==> config.mk <==
export PLATFORM = sky130hd
export DESIGN_NAME = adc_pair_unpacker_flat
export DESIGN_NICKNAME = d
export VERILOG_FILES = /design/src/rtl/adc_pair_unpacker_if.sv /design/src/rtl/adc_pair_unpacker.sv /design/src/flat_wrapper.sv
export SDC_FILE = /design/constraint.sdc
export NUM_CORES = 1
export LEC_CHECK = 0
export ABC_CLOCK_PERIOD_IN_PS = 4600
export CELL_PAD_IN_SITES_DETAIL_PLACEMENT = 1
export CELL_PAD_IN_SITES_GLOBAL_PLACEMENT = 2
export CORE_MARGIN = 2
export CORE_UTILIZATION = 35
export CTS_CLUSTER_DIAMETER = 120
export CTS_CLUSTER_SIZE = 12
export DETAILED_ROUTE_END_ITERATION = 8
export PLACE_DENSITY_LB_ADDON = 0.3
export RECOVER_POWER = 100
export SKIP_CTS_REPAIR_TIMING = 1
export SLEW_MARGIN = 15
export SYNTH_ARGS = -nofsm -noshare
export SYNTH_HDL_FRONTEND = slang
export SYNTH_SLANG_ARGS = --single-unit
==> constraint.sdc <==
create_clock -name csi_clk -period 4.6 [get_ports csi_clk]
set_input_delay 1.38 -clock csi_clk [delete_from_list [all_inputs] [get_ports csi_clk]]
set_output_delay 1.38 -clock csi_clk [all_outputs]
set_load 0.02 [all_outputs]
==> src/rtl/adc_pair_unpacker_if.sv <==
// Purpose: bundles the packed-word input stream and the unpacked-sample output
//          stream of adc_pair_unpacker into one Avalon-ST style interface.
// Ports:   asi_in0_* carries 32-bit packed sample pairs (valid/ready).
//          aso_out0_* carries 12-bit samples with channel and SOP/EOP (valid/ready).
// Modports: slave = the unpacker's view; master = the environment driving it.
interface adc_pair_unpacker_if;
  logic [31:0] asi_in0_data;
  logic        asi_in0_valid;
  logic        asi_in0_ready;
  logic [11:0] aso_out0_data;
  logic        aso_out0_valid;
  logic        aso_out0_ready;
  logic [4:0]  aso_out0_channel;
  logic        aso_out0_startofpacket;
  logic        aso_out0_endofpacket;

  modport slave (
    input  asi_in0_data, asi_in0_valid, aso_out0_ready,
    output asi_in0_ready, aso_out0_data, aso_out0_valid, aso_out0_channel,
           aso_out0_startofpacket, aso_out0_endofpacket
  );

  modport master (
    output asi_in0_data, asi_in0_valid, aso_out0_ready,
    input  asi_in0_ready, aso_out0_data, aso_out0_valid, aso_out0_channel,
           aso_out0_startofpacket, aso_out0_endofpacket
  );
endinterface

==> src/rtl/adc_pair_unpacker.sv <==
// Purpose: unpacks 32-bit words {4'b0, s1[11:0], 4'b0, s0[11:0]} into 2-beat packets.
// Latency: word accepted into an empty FIFO at edge k -> SOP beat valid after edge k+1.
// Backpressure: FIFO_DEPTH-entry word FIFO; asi_in0_ready low only when the FIFO is full.
// Ports:   csi_clk, rsi_reset_n (synchronous, active-low), avst (slave modport of
//          adc_pair_unpacker_if), coe_pad_err (sticky padding error).
// Option:  define ADC_UNPACK_PADCHK_EN to enable the padding-bit check; otherwise
//          coe_pad_err is tied low.
module adc_pair_unpacker #(
  parameter int unsigned FIFO_DEPTH = 4,
  parameter logic [4:0]  CH_FIRST   = 5'd0,
  parameter logic [4:0]  CH_SECOND  = 5'd1
) (
  input  logic                 csi_clk,
  input  logic                 rsi_reset_n,
  adc_pair_unpacker_if.slave   avst,
  output logic                 coe_pad_err
);

  localparam int unsigned AW       = (FIFO_DEPTH > 1) ? $clog2(FIFO_DEPTH) : 1;
  localparam logic [AW:0] FULL_CNT = (AW + 1)'(FIFO_DEPTH);

  typedef enum logic [1:0] {IDLE, BEAT0, BEAT1} state_e;

  state_e        state_q, state_d;
  logic [31:0]   hold_q, hold_d;
  logic [31:0]   mem_q [FIFO_DEPTH];
  logic [AW-1:0] wr_ptr_q, rd_ptr_q;
  logic [AW:0]   count_q;
  logic          push, pop, fifo_empty;

  // Ready depends only on registered FIFO occupancy, so a pop in the full
  // cycle frees a slot that becomes visible one cycle later.
  assign avst.asi_in0_ready = (count_q != FULL_CNT);
  assign push               = avst.asi_in0_valid && avst.asi_in0_ready;
  assign fifo_empty         = (count_q == '0);

  always_comb begin
    state_d                     = state_q;
    hold_d                      = hold_q;
    pop                         = 1'b0;
    avst.aso_out0_valid         = 1'b0;
    avst.aso_out0_data          = '0;
    avst.aso_out0_channel       = '0;
    avst.aso_out0_startofpacket = 1'b0;
    avst.aso_out0_endofpacket   = 1'b0;
    unique case (state_q)
      IDLE: begin
        if (!fifo_empty) begin
          pop     = 1'b1;
          hold_d  = mem_q[rd_ptr_q];
          state_d = BEAT0;
        end
      end
      BEAT0: begin
        avst.aso_out0_valid         = 1'b1;
        avst.aso_out0_data          = hold_q[11:0];
        avst.aso_out0_channel       = CH_FIRST;
        avst.aso_out0_startofpacket = 1'b1;
        if (avst.aso_out0_ready) state_d = BEAT1;
      end
      BEAT1: begin
        avst.aso_out0_valid         = 1'b1;
        avst.aso_out0_data          = hold_q[27:16];
        avst.aso_out0_channel       = CH_SECOND;
        avst.aso_out0_endofpacket   = 1'b1;
        if (avst.aso_out0_ready) begin
          // Reload straight into BEAT0 so back-to-back packets have no gap.
          if (!fifo_empty) begin
            pop     = 1'b1;
            hold_d  = mem_q[rd_ptr_q];
            state_d = BEAT0;
          end else begin
            state_d = IDLE;
          end
        end
      end
      default: state_d = IDLE;
    endcase
  end

  always_ff @(posedge csi_clk) begin
    if (!rsi_reset_n) begin
      state_q  <= IDLE;
      hold_q   <= '0;
      wr_ptr_q <= '0;
      rd_ptr_q <= '0;
      count_q  <= '0;
    end else begin
      state_q <= state_d;
      hold_q  <= hold_d;
      if (push) wr_ptr_q <= wr_ptr_q + 1'b1;
      if (pop)  rd_ptr_q <= rd_ptr_q + 1'b1;
      unique case ({push, pop})
        2'b10:   count_q <= count_q + 1'b1;
        2'b01:   count_q <= count_q - 1'b1;
        default: count_q <= count_q;
      endcase
    end
  end

  // Storage needs no reset: entries are only read after being written.
  always_ff @(posedge csi_clk) begin
    if (push) mem_q[wr_ptr_q] <= avst.asi_in0_data;
  end

  // Padding bits travel with the word but never reach the output.
  logic pad_unused;
  assign pad_unused = ^{hold_q[31:28], hold_q[15:12]};

`ifdef ADC_UNPACK_PADCHK_EN
  logic pad_err_q;
  always_ff @(posedge csi_clk) begin
    if (!rsi_reset_n) begin
      pad_err_q <= 1'b0;
    end else if (push && ((|avst.asi_in0_data[31:28]) || (|avst.asi_in0_data[15:12]))) begin
      pad_err_q <= 1'b1;
    end
  end
  assign coe_pad_err = pad_err_q;
`else
  assign coe_pad_err = 1'b0;
`endif

endmodule

==> src/flat_wrapper.sv <==
// flat-port wrapper written by rule: the top's interface ports become plain ports
module adc_pair_unpacker_flat 
#(
  parameter int unsigned FIFO_DEPTH = 4,
  parameter logic [4:0]  CH_FIRST   = 5'd0,
  parameter logic [4:0]  CH_SECOND  = 5'd1
)
  (csi_clk, rsi_reset_n, coe_pad_err, avst_asi_in0_data, avst_asi_in0_valid, avst_aso_out0_ready, avst_asi_in0_ready, avst_aso_out0_data, avst_aso_out0_valid, avst_aso_out0_channel, avst_aso_out0_startofpacket, avst_aso_out0_endofpacket);
  adc_pair_unpacker_if avst_i ();
  input  logic csi_clk;
  input  logic rsi_reset_n;
  output logic coe_pad_err;
  input wire logic [$bits(avst_i.asi_in0_data)-1:0] avst_asi_in0_data;
  input wire logic [$bits(avst_i.asi_in0_valid)-1:0] avst_asi_in0_valid;
  input wire logic [$bits(avst_i.aso_out0_ready)-1:0] avst_aso_out0_ready;
  output wire logic [$bits(avst_i.asi_in0_ready)-1:0] avst_asi_in0_ready;
  output wire logic [$bits(avst_i.aso_out0_data)-1:0] avst_aso_out0_data;
  output wire logic [$bits(avst_i.aso_out0_valid)-1:0] avst_aso_out0_valid;
  output wire logic [$bits(avst_i.aso_out0_channel)-1:0] avst_aso_out0_channel;
  output wire logic [$bits(avst_i.aso_out0_startofpacket)-1:0] avst_aso_out0_startofpacket;
  output wire logic [$bits(avst_i.aso_out0_endofpacket)-1:0] avst_aso_out0_endofpacket;
  assign avst_i.asi_in0_data = avst_asi_in0_data;
  assign avst_i.asi_in0_valid = avst_asi_in0_valid;
  assign avst_i.aso_out0_ready = avst_aso_out0_ready;
  assign avst_asi_in0_ready = avst_i.asi_in0_ready;
  assign avst_aso_out0_data = avst_i.aso_out0_data;
  assign avst_aso_out0_valid = avst_i.aso_out0_valid;
  assign avst_aso_out0_channel = avst_i.aso_out0_channel;
  assign avst_aso_out0_startofpacket = avst_i.aso_out0_startofpacket;
  assign avst_aso_out0_endofpacket = avst_i.aso_out0_endofpacket;
  adc_pair_unpacker #(.FIFO_DEPTH(FIFO_DEPTH), .CH_FIRST(CH_FIRST), .CH_SECOND(CH_SECOND)) u_core (.csi_clk(csi_clk), .rsi_reset_n(rsi_reset_n), .avst(avst_i), .coe_pad_err(coe_pad_err));
endmodule
## After elaboration in Yosys (flattened, before gate mapping)

Memory sizes are Yosys's and may differ from the RTL's. A register that Yosys moved wholly into a read port is not among the register bits.
Cells that the tools add are included.

| word-level totals | value |
|---|---|
| flip-flop bits (word level) | 41 |
| memory bits (writable) | 128 |
| bits of input ports | 36 |
| output and inout port bits | 22 |
| word-level logic and storage cells | 47 |
| memories | 1 |

| operators by class | value |
|---|---|
| add/subtract/negate cells | 4 |
| eq/ne operators | 8 |
| muxes and demuxes | 21 |
| reduce and logical (&&, ||, !) cells | 8 |

Memory list:

| memory | words | bits a word | rd ports | clocked after memory_dff | write ports | RTL line | source |
|---|---|---|---|---|---|---|---|
| u_core.mem_q | 4 | 32 | 1 | 1 | 1 | adc_pair_unpacker.sv:26 | `logic [31:0] mem_q [FIFO_DEPTH];` |

Operators by type and width:

| cell | count |
|---|---|
| two-way mux 32 bit | 2 |
| one-hot mux 32 bit (2 select lines) | 1 |
| one-hot mux 12 bit (2 select lines) | 1 |
| two-way mux 2 bit | 5 |
| two-way mux 1 bit | 9 |
| != test 2 bit (second input constant) | 3 |
| one-hot mux 2 bit (3 select lines) | 1 |
| one-hot mux 3 bit (2 select lines) | 1 |
| adder 2 x 1 -> 2 bit (second input constant) | 2 |
| == test 2 x 1 -> 1 bit (second input constant) | 2 |
| == test 2 bit (second input constant) | 2 |
| nonzero test 2 bit | 2 |
| adder 3 x 1 -> 3 bit (second input constant) | 1 |
| logical NOT 3 bit | 1 |
| != test 3 bit (second input constant) | 1 |
| AND reduction 3 bit | 1 |
| subtractor 3 x 1 -> 3 bit (second input constant) | 1 |
| logical NOT 2 bit | 1 |
| one-hot mux 1 bit (2 select lines) | 1 |
| AND reduction 2 bit | 1 |
| OR reduction 2 bit | 1 |
| logical AND 1 bit | 1 |

## Depth between registers and ports, before layout

| depth | value |
|---|---|
| depth in word-level cells | 6 |
| gate-level depth with buffers | 11 |
| gate-level depth less buffers | 10 |

## Worst setup path after synthesis

Ideal clock, no wire load.

| path | value |
|---|---|
| path type | register -> output |
| start | register u_core.state_q[0] |
| end | output avst_aso_out0_data[2] |
| data arrival time | 1.564 ns |
| required time | 3.220 ns |
| slack | 1.656 ns |
| stages on the path, launching flop included | 7 |
| path buffers | 2 |
| cell sequence | dfxtp_1 inv_1 ha_1 buf_4 clkbuf_1 a22oi_1 nor2b_1 |

| between the ends | value |
|---|---|
| word-level cells in the longest chain between the ends | 2 |
| elaborated cells on any way between the ends | 3 |
| classes of those cells | eq/ne: 2; mux: 1 |

RTL lines:

| what | RTL line | source |
|---|---|---|
| from (decl) | adc_pair_unpacker.sv:24 | `state_e state_q, state_d;` |
| from (signal assigned) | adc_pair_unpacker.sv:89 | `state_q <= state_d;` |
| == test 2 bit or == test 2 x 1 -> 1 bit (tied branches) | adc_pair_unpacker.sv:46 | `unique case (state_q)` |
| one-hot mux 12 bit (2 select lines) (*) | adc_pair_unpacker.sv:46 |  |
| to (decl) | flat_wrapper.sv:17 | `output wire logic [$bits(avst_i.aso_out0_data)-1:0] avst_aso_out0_data;` |

Every way passes the cells marked *; elsewhere a longest branch is shown, timed or not.

==> summary.md <==
| Metric | Value |
|---|---|
| GRT Total Usage | `between 10 and 15%` |
| Setup violators final | `0` |
| Vias in the first global route | `2952` |
| Worst-Margin Slew | `1380 ps` |
| Rel. slew slack | `slightly below 8%` |
| Synth cell types | `36` |
| Placed cell areas | `0.00576 mm2` |
| Htree depth | `4` |
| Gate Count Post-Synth | `about 310` |
| Drt pass-1 iters | `4` |
| Startpoint Class | `primary input` |
| Yosys reg bits | `approximately 130` |
| Area occupied by registers | `approximately 0.0036 mm2` |
| Synth top area cells | `edfxtp_1 55%, dfxtp_1 13%, mux4_2 10%` |
| Initial core utilization | `between 30% and 40%` |
| Die Ht | `126 um` |
| Num Clock Sinks | `131` |
| Largest net degree at the start of global routing | `29` |
| Fmax | `roughly 250 MHz` |
| GPL Wtd Cong | `between 0.6 and 0.7` |
| Pwr Density | `588 mW/mm2` |
| Worst Slack Setup Final | `563 ps` |
| Met2 usage | `23.2%` |
| Ant. Diodes | `0` |
| First-pass GRT wire length | `approximately 16000 um` |
| Layout cells sized above 1 | `around 16%` |
| Port-buffer cells | `44` |
| Sequential area share after synthesis | `68.9%` |
| Synth Flop Type | `edfxtp_1` |
| Status | `completed` |
| Maximum vdd drop | `0.244 mV` |
| Pre-CTS setup slack | `between 900 and 1000 ps` |
| Comb pwr share | `between 20% and 30%` |
| Clk_skew | `7.21 ps` |
| Row cnt | `44` |
| Crit. End Element | `flip-flop` |
| Post-synth EDFFs | `96` |
| Global routing's busiest layer | `met2` |
| Power share of the clock group | `approximately 32%` |
| Die Wd | `126 um` |
| Reg2Reg Depth | `10` |
| Area of the multi-input gates | `0.00143 mm2` |
| Vias/cell | `approximately 5` |
| Clk pin slew, worst setup/hold paths | `50 ps` |
| Most common cell after layout, fill and taps aside | `edfxtp_1` |
| CTS tree | `built` |
| Largest delay contributor family on the critical path | `buffers and inverters` |
| Syn-to-layout area delta | `20.5%` |
| Synth top area share | `between 50 and 60%` |
| Clock latency on the worst-skew pair | `around 420 ps` |
| Max stage delay cell, worst path | `clkbuf_1` |
| Die ar. | `0.0159 mm2` |
| Sum of negative setup slack | `0 ps` |
| RSZ-0062 raised after global routing | `no` |
| I/O pin cnt | `58` |
| TritonCTS Buffers | `17` |
| Worst hold path cell count | `2` |
| Finished Cell Area | `0.00627 mm2` |
| Post-synth ARST share | `0%` |
| Grt met1 use | `between 10% and 20%` |
| Synth warn | `0` |
| Filler Cell Count | `roughly 1500` |
| M3 GR Usage | `3.87%` |
| Final nets | `407` |
| Initial antenna violation count | `0` |
| Overflow after GRT | `0` |
| Sequential share of power | `around 43%` |
| Arr. time, crit path | `4380 ps` |
| Via count | `2766` |
| Final hold vios | `0` |
| Critical path cell sequence | `dlygate4sd3_1 > clkbuf_1 > inv_1 > nor3_2 > clkbuf_2 > o2bb2ai_1` |
| CTS Root Cell | `clkbuf_16` |
| Iter 0 DRT Violations | `91` |
| Dpl hpwl | `6240 um` |
| Final Critical Period | `between 4000 and 5000 ps` |
| Critical path's largest stage delay | `between 900 and 1000 ps` |
| Psw | `1.08 mW` |
| Net Sw Frac | `29.4%` |
| Final ANT Viol Nets | `0` |
| Total power | `3.68 mW` |
| Period utilization | `87.8%` |
| Worst Path Class, Setup | `primary input to flip-flop` |
| DR WL/cell | `18.6 um` |
| CP Max Fanout | `28` |
| Core area | `0.0145 mm2` |
| DRC errors left | `0` |
| Max Slew Vio Count | `0` |
| Leakage | `2.09 nW` |
| Internal | `2.60 mW` |
| Max-cap violations | `0` |
| Synthesized area per cell | `16.6 um2` |
| Mapped Area | `between 0.005 and 0.006 mm2` |
| Bufs on Longest Clock Path | `2` |
| Drt total wl | `10400 um` |
| Cell taking the most area after synthesis | `edfxtp_1` |
| Worst path bufs/invs | `4` |
| WP data required | `4940 ps` |
| Most frequent cells in the layout | `96 x edfxtp_1, 43 x dlygate4sd3_1, 35 x dfxtp_1, 27 x nand2_1, 25 x o2bb2ai_1` |
| Hold crit path type | `flip-flop to flip-flop` |
| Critical Path Stages | `6` |
## per-layer routing
metal | vias to the layer above | wire (um) | part of all wire (%)
li1 | 1297 | - | -
met1 | 1402 | 4690 | 45
met2 | 53 | 5070 | 49
met3 | 14 | 396 | 3.8
met4 | 0 | 209 | 2.0
met5 | - | 0 | 0
## through the flow
step / hold slack [ps] / util, % / std cells
finish: 463 / 43.1 / 558
global route: 492 / 43.1 / 558
CTS: 465 / 43.2 / 558
detailed placement: 460 / 39.6 / 526
global placement: 450 / 39.6 / 526
floorplan: 442 / - / 318
## cells in the mapped netlist, types with 2 or more instances
master      n
nor2b_1    12
buf_6       4
a21o_1      2
inv_1       9
o2bb2ai_1  25
nand3_1     2
clkbuf_1    7
ha_1        9
xor2_1      2
nand2_1    27
a21oi_1     7
o21ai_0     2
nor2_1      5
buf_2       3
and3_2      4
a22oi_1    12
mux2i_1     2
edfxtp_1   96
dfxtp_1    35
mux4_2     24
buf_4      10
## power groups by stage
| stage | registers [mW] | clock network (mW) | logic [mW] |
|---|---|---|---|
| finish | 1.59 | 1.18 | 0.920 |
| global route | 1.61 | 1.25 | 1.02 |
| CTS | 1.59 | 1.20 | 0.959 |
| detailed placement | 1.61 | 0 | 0.956 |
| global placement | 1.60 | 0 | 0.938 |
| floorplan | 1.55 | 0 | 0.739 |
## final timing paths
kind,slack [ps],from,to
setup / recovery,560,rsi_reset_n,u_core.hold_q[10]$_SDFFE_PN0P_
hold / removal,460,u_core.hold_q[18]$_SDFFE_PN0P_,u_core.hold_q[18]$_SDFFE_PN0P_
setup reg to reg,1670,u_core.state_q[0]$_SDFFE_PN0P_,u_core.count_q[2]$_SDFFE_PN0P_
hold reg to reg,460,u_core.hold_q[18]$_SDFFE_PN0P_,u_core.hold_q[18]$_SDFFE_PN0P_
## final cells by class
class,count,share of cell area (%)
Clock inverter,6,0.519
Timing Repair Buffer,49,7.52
Tap cell,184,3.67
Multi-Input combinational cell,152,22.7
Sequential cell,131,57.2
Inverter,10,0.599
Clock buffer,26,7.80
## cell families (layout without fill, tap and decap cells)
logic type | count (synthesis) | in the layout | share of synthesized area (%)
AOI/OAI and AO/OA | 52 | 52 | 7.75
xor gates and xnor gates | 2 | 2 | 0.337
adders and majority gates | 10 | 10 | 2.55
buffers and inverters | 35 | 91 | 3.90
DFF | 131 | 131 | 68.9
muxes | 26 | 26 | 10.8
other | 1 | 5 | 0.0721
and+or+nand+nor | 57 | 57 | 5.73
## flip-flops by register name, indices dropped and copies added (netlist names), named ones only
register,flops
u_core.count_q,3
u_core.wr_ptr_q,2
u_core.rd_ptr_q,2
u_core.hold_q,24
u_core.state_q,2
u_core.mem_q,96
## worst register-to-register path: cells and delay by family (launching register included)
| family | cells | cell delay (ps) |
|---|---|---|
| xor+xnor | 1 | 160 |
| simple gates | 2 | 560 |
| fa+ha+maj | 3 | 1210 |
| flops | 1 | 330 |
| buf+inv | 2 | 150 |
| compound gates | 2 | 420 |
Power figures use the tool's default switching activity.
